**config.mk**
```make
export PLATFORM = sky130hd
export DESIGN_NAME = key_event_ctrl
export DESIGN_NICKNAME = d
export VERILOG_FILES = /design/src/rtl/key_event_ctrl.sv
export SDC_FILE = /design/constraint.sdc
export NUM_CORES = 1
export LEC_CHECK = 0
export CORE_AREA = 10 10 127 175
export DETAILED_ROUTE_END_ITERATION = 8
export DIE_AREA = 0 0 137 185
export PLACE_DENSITY_LB_ADDON = 0.08
export SLEW_MARGIN = 20
export SYNTH_ARGS = -nofsm -noshare
export SYNTH_HDL_FRONTEND = slang
export SYNTH_HIERARCHICAL = 1
export SYNTH_SLANG_ARGS = --single-unit
```
**constraint.sdc**
```tcl
create_clock -name clk -period 2.9 [get_ports clk]
set_input_delay 0.87 -clock clk [delete_from_list [all_inputs] [get_ports clk]]
set_output_delay 0.87 -clock clk [all_outputs]
set_load 0.1 [all_outputs]
```
**src/rtl/key_event_ctrl.sv**
```systemverilog
// key_event_ctrl: debounces NUM_KEYS active-low push-buttons and classifies
// press / long-press / release per key. Events go through one pending slot per
// key and a round-robin arbiter into a single valid/ready output register.

// Per-key debounce and classify FSM; post pulses for one cycle with the code.
module key_event_fsm #(
    parameter int HOLD_TIME = 50_000,
    parameter int LONG_TIME = 50_000_000
) (
    input  logic       clk,
    input  logic       rst,
    input  logic       key_s,      // synchronized raw level, 0 = pressed
    output logic       post,
    output logic [1:0] post_code,
    output logic       held
);
    localparam logic [1:0]  CODE_PRESS   = 2'b01;
    localparam logic [1:0]  CODE_LONG    = 2'b10;
    localparam logic [1:0]  CODE_RELEASE = 2'b11;
    localparam logic [31:0] HOLD_LAST    = 32'(HOLD_TIME - 1);
    localparam logic [31:0] LONG_LAST    = 32'(LONG_TIME - 1);

    typedef enum logic [1:0] {S_IDLE, S_PRESSED, S_LONG, S_REL_DB} state_t;

    state_t      state, state_nx;
    logic [31:0] cnt, cnt_nx, cnt_inc;
    logic        long_posted, long_posted_nx;

    // counter never wraps; it simply parks at all-ones
    assign cnt_inc = (cnt == '1) ? cnt : cnt + 32'd1;
    assign held    = (state != S_IDLE);

    // state, counter and long flag registers
    always_ff @(posedge clk) begin
        if (rst) begin
            state       <= S_IDLE;
            cnt         <= '0;
            long_posted <= 1'b0;
        end else begin
            state       <= state_nx;
            cnt         <= cnt_nx;
            long_posted <= long_posted_nx;
        end
    end

    // next-state, counter update and event posting
    always_comb begin
        state_nx       = state;
        cnt_nx         = cnt;
        long_posted_nx = long_posted;
        post           = 1'b0;
        post_code      = 2'b00;
        case (state)
            S_IDLE: begin
                if (!key_s) begin
                    if (cnt == HOLD_LAST) begin
                        state_nx  = S_PRESSED;
                        cnt_nx    = '0;
                        post      = 1'b1;
                        post_code = CODE_PRESS;
                    end else begin
                        cnt_nx = cnt_inc;
                    end
                end else begin
                    cnt_nx = '0;
                end
            end
            S_PRESSED: begin
                if (key_s) begin
                    state_nx = S_REL_DB;
                    cnt_nx   = '0;
                end else if (cnt == LONG_LAST) begin
                    state_nx       = S_LONG;
                    cnt_nx         = '0;
                    long_posted_nx = 1'b1;
                    post           = 1'b1;
                    post_code      = CODE_LONG;
                end else begin
                    cnt_nx = cnt_inc;
                end
            end
            S_LONG: begin
                // no auto-repeat: sit here until the key lifts
                if (key_s) begin
                    state_nx = S_REL_DB;
                    cnt_nx   = '0;
                end
            end
            S_REL_DB: begin
                if (key_s) begin
                    if (cnt == HOLD_LAST) begin
                        state_nx       = S_IDLE;
                        cnt_nx         = '0;
                        long_posted_nx = 1'b0;
                        post           = 1'b1;
                        post_code      = CODE_RELEASE;
                    end else begin
                        cnt_nx = cnt_inc;
                    end
                end else begin
                    // bounce during release: resume holding, long timer restarts
                    state_nx = long_posted ? S_LONG : S_PRESSED;
                    cnt_nx   = '0;
                end
            end
            default: state_nx = S_IDLE;
        endcase
    end
endmodule

module key_event_ctrl #(
    parameter int NUM_KEYS  = 4,
    parameter int HOLD_TIME = 50_000,
    parameter int LONG_TIME = 50_000_000
) (
    input  logic                clk,
    input  logic                rst,
    input  logic [NUM_KEYS-1:0] key_i,
    output logic                evt_valid,
    input  logic                evt_ready,
    output logic [2:0]          evt_key,
    output logic [1:0]          evt_code,
    output logic [NUM_KEYS-1:0] key_state,
    output logic                evt_drop
);
    localparam int            IW       = $clog2(NUM_KEYS);
    localparam logic [IW:0]   NK       = (IW+1)'(NUM_KEYS);
    localparam logic [IW-1:0] LAST_IDX = IW'(NUM_KEYS - 1);

    typedef struct packed {
        logic [2:0] key;
        logic [1:0] code;
    } evt_t;

    logic [NUM_KEYS-1:0]       sync1, key_s;
    logic [NUM_KEYS-1:0]       post;
    logic [NUM_KEYS-1:0][1:0]  post_code;
    logic [NUM_KEYS-1:0][1:0]  slot;        // 00 = empty
    logic [NUM_KEYS-1:0]       drain;
    logic [IW-1:0]             rr;
    logic [IW-1:0]             gnt_idx;
    logic                      gnt_found;
    logic [IW:0]               scan;
    logic                      load_en;
    evt_t                      evt_q;

    assign evt_key  = evt_q.key;
    assign evt_code = evt_q.code;
    // output register may take a new event when empty or being consumed now
    assign load_en  = !evt_valid || evt_ready;

    // two-flop synchronizer; resets to the released level so a held key re-qualifies
    always_ff @(posedge clk) begin
        if (rst) begin
            sync1 <= '1;
            key_s <= '1;
        end else begin
            sync1 <= key_i;
            key_s <= sync1;
        end
    end

    for (genvar k = 0; k < NUM_KEYS; k++) begin : g_key
        key_event_fsm #(
            .HOLD_TIME (HOLD_TIME),
            .LONG_TIME (LONG_TIME)
        ) u_fsm (
            .clk       (clk),
            .rst       (rst),
            .key_s     (key_s[k]),
            .post      (post[k]),
            .post_code (post_code[k]),
            .held      (key_state[k])
        );
    end

    // round-robin search for the first full slot at or above rr, wrapping
    always_comb begin
        gnt_found = 1'b0;
        gnt_idx   = '0;
        scan      = '0;
        for (int i = 0; i < NUM_KEYS; i++) begin
            scan = {1'b0, rr} + (IW+1)'(i);
            if (scan >= NK) scan = scan - NK;
            if (!gnt_found && slot[scan[IW-1:0]] != 2'b00) begin
                gnt_found = 1'b1;
                gnt_idx   = scan[IW-1:0];
            end
        end
    end

    // one-hot of the slot being moved into the output register this cycle
    always_comb begin
        drain = '0;
        if (load_en && gnt_found) drain[gnt_idx] = 1'b1;
    end

    // pending slots: a post lands if the slot is empty or draining now, else it is lost
    always_ff @(posedge clk) begin
        if (rst) begin
            slot     <= '0;
            evt_drop <= 1'b0;
        end else begin
            for (int k = 0; k < NUM_KEYS; k++) begin
                if (post[k]) begin
                    if (slot[k] == 2'b00 || drain[k]) slot[k] <= post_code[k];
                    else                              evt_drop <= 1'b1;
                end else if (drain[k]) begin
                    slot[k] <= 2'b00;
                end
            end
        end
    end

    // output register and round-robin pointer
    always_ff @(posedge clk) begin
        if (rst) begin
            evt_valid <= 1'b0;
            evt_q     <= '0;
            rr        <= '0;
        end else if (load_en) begin
            evt_valid <= gnt_found;
            if (gnt_found) begin
                evt_q.key  <= 3'(gnt_idx);
                evt_q.code <= slot[gnt_idx];
                rr         <= (gnt_idx == LAST_IDX) ? '0 : gnt_idx + 1'b1;
            end
        end
    end
endmodule

```
# --- Word level (Yosys, flattened, before mapping) ---
# Index checks and enable logic that the tools add are counted.
word_totals:
  regBits: 164
  latch_bits: 0
  ramBits: 0
  romBits: 0
  wordCells: 347
  mem_count: 0
classes:
  n_addsub: 12
  multipliers: 0
  div: 0
  n_lt_le_gt_ge: 10
  n_eq_ne: 65
  shift: 0
  n_mux: 186
  bitwise: 0
  reduce_logical: 51
op_table:
  columns: ["operator", "n"]
  rows:
  - ["$mux W32", 28]
  - ["$pmux W32 S4", 4]
  - ["$mux W2", 78]
  - ["$add A32 B1 Y32 const B", 4]
  - ["$eq A32 B16 Y1 const B", 4]
  - ["$eq A32 B26 Y1 const B", 4]
  - ["$eq A32 B32 Y1 const B", 4]
  - ["$mux W1", 53]
  - ["$ne A2 B2 Y1 const B", 20]
  - ["$reduce_and A5 Y1", 8]
  - ["$pmux W2 S4", 4]
  - ["$reduce_bool A2 Y1", 16]
  - ["$ne A2 B1 Y1 const B", 12]
  - ["$ne A3 B2 Y1 const B", 8]
  - ["$pmux W2 S3", 4]
  - ["$bmux W2 S2", 5]
  - ["$eq A2 B2 Y1 const B", 9]
  - ["$logic_not A2 Y1", 8]
  - ["$lt A2 B3 Y1 const B", 5]
  - ["$pmux W1 S3", 4]
  - ["$reduce_and A2 Y1", 5]
  - ["$ge A3 B3 Y1 const B", 3]
  - ["$eq A2 B1 Y1 const B", 4]
  - ["$pmux W1 S2", 4]
  - ["other kinds (11)", 26]

# --- Longest topological paths before layout ---
depth:
  ltp_word: 29
  depth_mapped: 9
  mapped_depth_nobuf: 9

# --- By module ---
# Netlist, hierarchy kept.
by_module_without_submodules:
  columns: ["mod", "instances", "cells_per_inst", "area_each_um2"]
  rows:
  - ["key_event_fsm at g_key[0].u_fsm ...", 3, 254, 2072.0]
  - ["key_event_fsm at g_key[3].u_fsm", 1, 253, 1989.4]
  - ["key_event_ctrl", 1, 118, 1072.3]

# --- Least setup slack after synthesis ---
# No wires, ideal clock.
synth_timing:
  path_type: "reg2reg"
  from: "register g_key[0].u_fsm.cnt[17]"
  to: "register g_key[0].u_fsm.cnt[28]"
  setup_ps: 130
  arrival_ps: 2286
  required_ps: 2770
  path_slack_ps: 484
  path_stages_with_launch: 7
  path_buffers: 1
  path_cell_list: "dfxtp_1 or4_1 nor4_4 a211oi_1 o41ai_4 buf_4 a21oi_1"
synth_between:
  elab_chain_cells: 5
  elab_cells_between_ends: 11
synth_lines:
  columns: ["element", "line", "text"]
  rows:
  - ["from (decl)", "26", "logic [31:0] cnt, cnt_nx, cnt_inc;"]
  - ["from (signal assigned)", "41", "cnt <= cnt_nx;"]
  - ["$add A32 B1 Y32 / $eq A32 B32 Y1 (equally long branches)", "30", "assign cnt_inc = (cnt == '1) ? cnt : cnt + 32'd1;"]
  - ["$mux W32", "30", null]
  - ["$mux W32 (on tied branches)", "56, 91, 72", null]
  - ["$mux W32 (on tied branches)", "90, 55, 69", null]
  - ["$pmux W32 S4 *", "53", "case (state)"]
# Mark *: on every way between the ends. The rest lies on a longest branch, timed or not.
# A chain may end at the register's enable or synchronous reset.

# --- Worst setup path after layout ---
layout_timing:
  from: "register g_key[2].u_fsm.cnt[17]"
  to: "register g_key[2].u_fsm.cnt[29]"
layout_between:
  elab_chain_cells: 5
  elab_cells_between_ends: 11
layout_lines:
  columns: ["element", "line"]
  rows:
  - ["from (decl)", "26"]
  - ["from (signal assigned)", "41"]
  - ["$add A32 B1 Y32 / $eq A32 B32 Y1 (equally long branches)", "30"]
  - ["$mux W32", "30"]
  - ["$mux W32 (on tied branches)", "56, 91, 72"]
  - ["$mux W32 (on tied branches)", "90, 55, 69"]
  - ["$pmux W32 S4 *", "53"]
# Marked as above.

==> flow_metrics.py <==
metrics = {
    "status": {
        "status": "complete, no violations",
    },
    "placement": {
        "portBuffers": 16,
        "dp_hpwl_mm": 16.85,
        "place_area_sq_um": 9797,
        "place.gp.congestion": 0.8689,
        "post-place-cells": 1373,
        "pre_cts_slack_ns": 0.4033,
    },
    "layout": {
        "final_common_cell": "dfxtp_1",
        "n_antenna_cell": 0,
        "fillCellCount": 1800,
        "final_cells": 1404,
        "multi_input_area_sq_um": 5677,
        "fin_area_sq_um": 10440,
        "fin_nets": 1159,
        "layout_common_cells": "dfxtp_1 (164), a21oi_1 (139), nand2_1 (69)",
        "drive_gt1_share_pct": 10.38,
        "regArea_sq_um": 3283,
        "areaGrowthSynthToFinish_pct": 12.54,
    },
    "clocking": {
        "cts_setup_buffers": 0,
        "clk_pin_slew_ns": 0.07,
        "clk_path_buf_depth": 2,
        "clockRootBuffer": "clkbuf_16",
        "clkSinkCount": 164,
        "cts_buffers": 17,
        "cts_max_level": 4,
        "tritoncts": "done",
        "ctsResizeCount": 0,
        "cts_hold_buffers": 0,
        "clk_latency_ns": 0.43,
    },
    "floorplan": {
        "core_area_sq_um": 19070,
        "die_width_microns": 137,
        "dieArea_sq_um": 25350,
        "pin_count": 18,
        "start_util_pct": 48.65,
        "rows": 60,
        "die_h_microns": 185,
    },
    "synth": {
        "yosysWarnings": 6,
        "synth_area_leader_cell": "dfxtp_1",
        "synth_area_per_cell_sq_um": 8.189,
        "synthFlopType": "dfxtp_1",
        "yosysSeqAreaShare_pct": 35.39,
        "netlist_instances": 1133,
        "synthTopCellsByArea": "dfxtp_1 (35%), a21oi_1 (7.5%), or4_1 (5.5%)",
        "synth_edf_count": 0,
        "synthArstFlopShare_pct": 0,
        "synth_seq_cells": 164,
        "yosysTopAreaCellShare_pct": 35.39,
        "syn_nets": 1148,
        "yosysUniqueCellTypes": 70,
        "netlist_area_sq_um": 9278,
    },
    "power": {
        "power_mw": 5.152,
        "ir_drop_uv": 424.4,
        "power_density_nw_per_um2": 493.4,
        "leakagePower_nw": 3.121,
    },
    "timing": {
        "fin_tns_setup_ns": 0,
        "max_freq_mhz": 392.2,
        "rsz0062_at_grt": "false",
        "maxSlewViolCount": 0,
        "worst_pin_slew_ns": 0.7003,
        "worst_clock_skew_ns": 0.01198,
        "period_share_pct": 87.93,
        "finalCriticalPeriod_ns": 2.550,
        "timing.final.ws_setup_ns": 0.3500,
        "relSlewSlack_pct": 52.88,
        "hold_viol": 0,
        "setup_viol": 0,
    },
    "min_path": {
        "worstHoldPathCells": 1,
        "hp-class": "flop to flop",
    },
    "critical_path": {
        "slowest_delay_ns": 0.63,
        "cp_num_cells": 5,
        "cp.required_ns": 3.18,
        "critPathKind": "flop to flop",
        "end_kind": "flop",
        "crit_buf_inv": 0,
        "reg2reg_depth": 5,
        "worst_path_most_repeated_cell": "nor4_1",
        "startpoint_type": "flop",
        "arrival_ns": 2.83,
        "critical_path.max_fanout": 7,
        "path_cells": "or4_1, nor4_4, a21oi_1, nor4_1, nor4_1",
        "critPathSlowestCell": "or4_1",
        "cpLargestDelayFamily": "simple AND/OR/NAND/NOR gates",
    },
    "grt": {
        "antenna_found_initial": 0,
        "grt_start_max_net_pins": 39,
        "grt_pass1_wl_mm": 41.14,
        "grt_overflow": 0,
        "grt_use_total_pct": 19.21,
        "grt_pass1_vias": 8528,
    },
    "routing": {
        "drt_pass1_iterations": 5,
        "viasPerCell": 6.454,
        "drt_iter0_drc": 566,
        "via_count": 9061,
        "wire_per_inst_microns": 17.14,
        "routed_wl_mm": 24.06,
        "ant_nets": 0,
        "drc": 0,
    },
    "run": {
        "cap_violations": 0,
    },
}
synthesized netlist by cell type, drive strengths merged, types with 7 or more instances:
| master | number |
|---|---|
| and4 | 23 |
| nor3 | 15 |
| mux2i | 13 |
| or3 | 64 |
| buf | 16 |
| o41ai | 11 |
| nor4 | 45 |
| o211ai | 8 |
| inv | 31 |
| nand4 | 53 |
| nor2 | 50 |
| dfxtp | 164 |
| o31ai | 50 |
| and2 | 8 |
| or2 | 17 |
| ha | 8 |
| o21ai | 61 |
| or4 | 68 |
| a21oi | 139 |
| clkbuf | 42 |
| nand2 | 69 |
| nand3 | 58 |
| and3 | 11 |
| or3b | 7 |
stage by stage:
stage / utilization, % / hold WS [ns]
after global routing: 54.76 / 0.4236
final: 54.76 / 0.4172
after CTS: 54.76 / 0.4172
after detailed placement: 51.38 / 0.3980
after floorplan: - / 0.3895
after global placement: 51.38 / 0.3962
final timing paths:
check | slack (ns) | to | start
worst max-delay path | 0.35 | g_key[2].u_fsm/cnt[29]$_SDFFE_PP0N_ | g_key[2].u_fsm/cnt[17]$_SDFFE_PP0N_
worst min register to register | 0.42 | key_s[3]$_SDFF_PP1_ | sync1[3]$_SDFF_PP1_
worst min-delay path | 0.42 | key_s[3]$_SDFF_PP1_ | sync1[3]$_SDFF_PP1_
worst max register to register | 0.35 | g_key[2].u_fsm/cnt[29]$_SDFFE_PP0N_ | g_key[2].u_fsm/cnt[17]$_SDFFE_PP0N_
flip-flops by register name, indices dropped and copies added, names as in the netlist:
name,count
g_key.u_fsm/long_posted,4
evt_code,2
slot,8
evt_valid,1
g_key.u_fsm/state,8
rr,2
evt_key,2
key_s,4
g_key.u_fsm/cnt,128
evt_drop,1
sync1,4
final cells by class:
| type | instances | area share [%] |
|---|---|---|
| timing repair buffer | 50 | 3.930 |
| clock buffer | 23 | 4.769 |
| tap | 248 | 2.972 |
| inverter | 31 | 1.114 |
| sequential | 164 | 31.44 |
| multi-input combinational | 880 | 54.37 |
| clock inverter | 8 | 1.402 |
power by group:
group	switching, mW	internal [mW]	total (mW)	leakage, nW
sequential	0.0486	2.28	2.33	1.32
combinational	0.232	0.113	0.345	1.48
clock	0.928	1.55	2.48	0.315
per-layer routing:
metal / part of all wire, % / global-route usage [%]
met3: 3.3 / 4.013
met1: 45 / 23.79
met5: 0 / 0
met4: 2.2 / 6.847
met2: 49 / 32.00
cells by family after synthesis:
logic type	Yosys count	synth area share (%)
XOR/XNOR	11	1.038
buffers and inverters	89	4.032
AO/OA/AOI/OAI	331	23.03
other	1	0.04042
flip-flops	164	35.39
adder cells (fa/ha/maj)	8	1.079
AND/OR/NAND/NOR	516	33.99
multiplexers	13	1.403
Note: power is estimated with default switching activity, not from simulation.
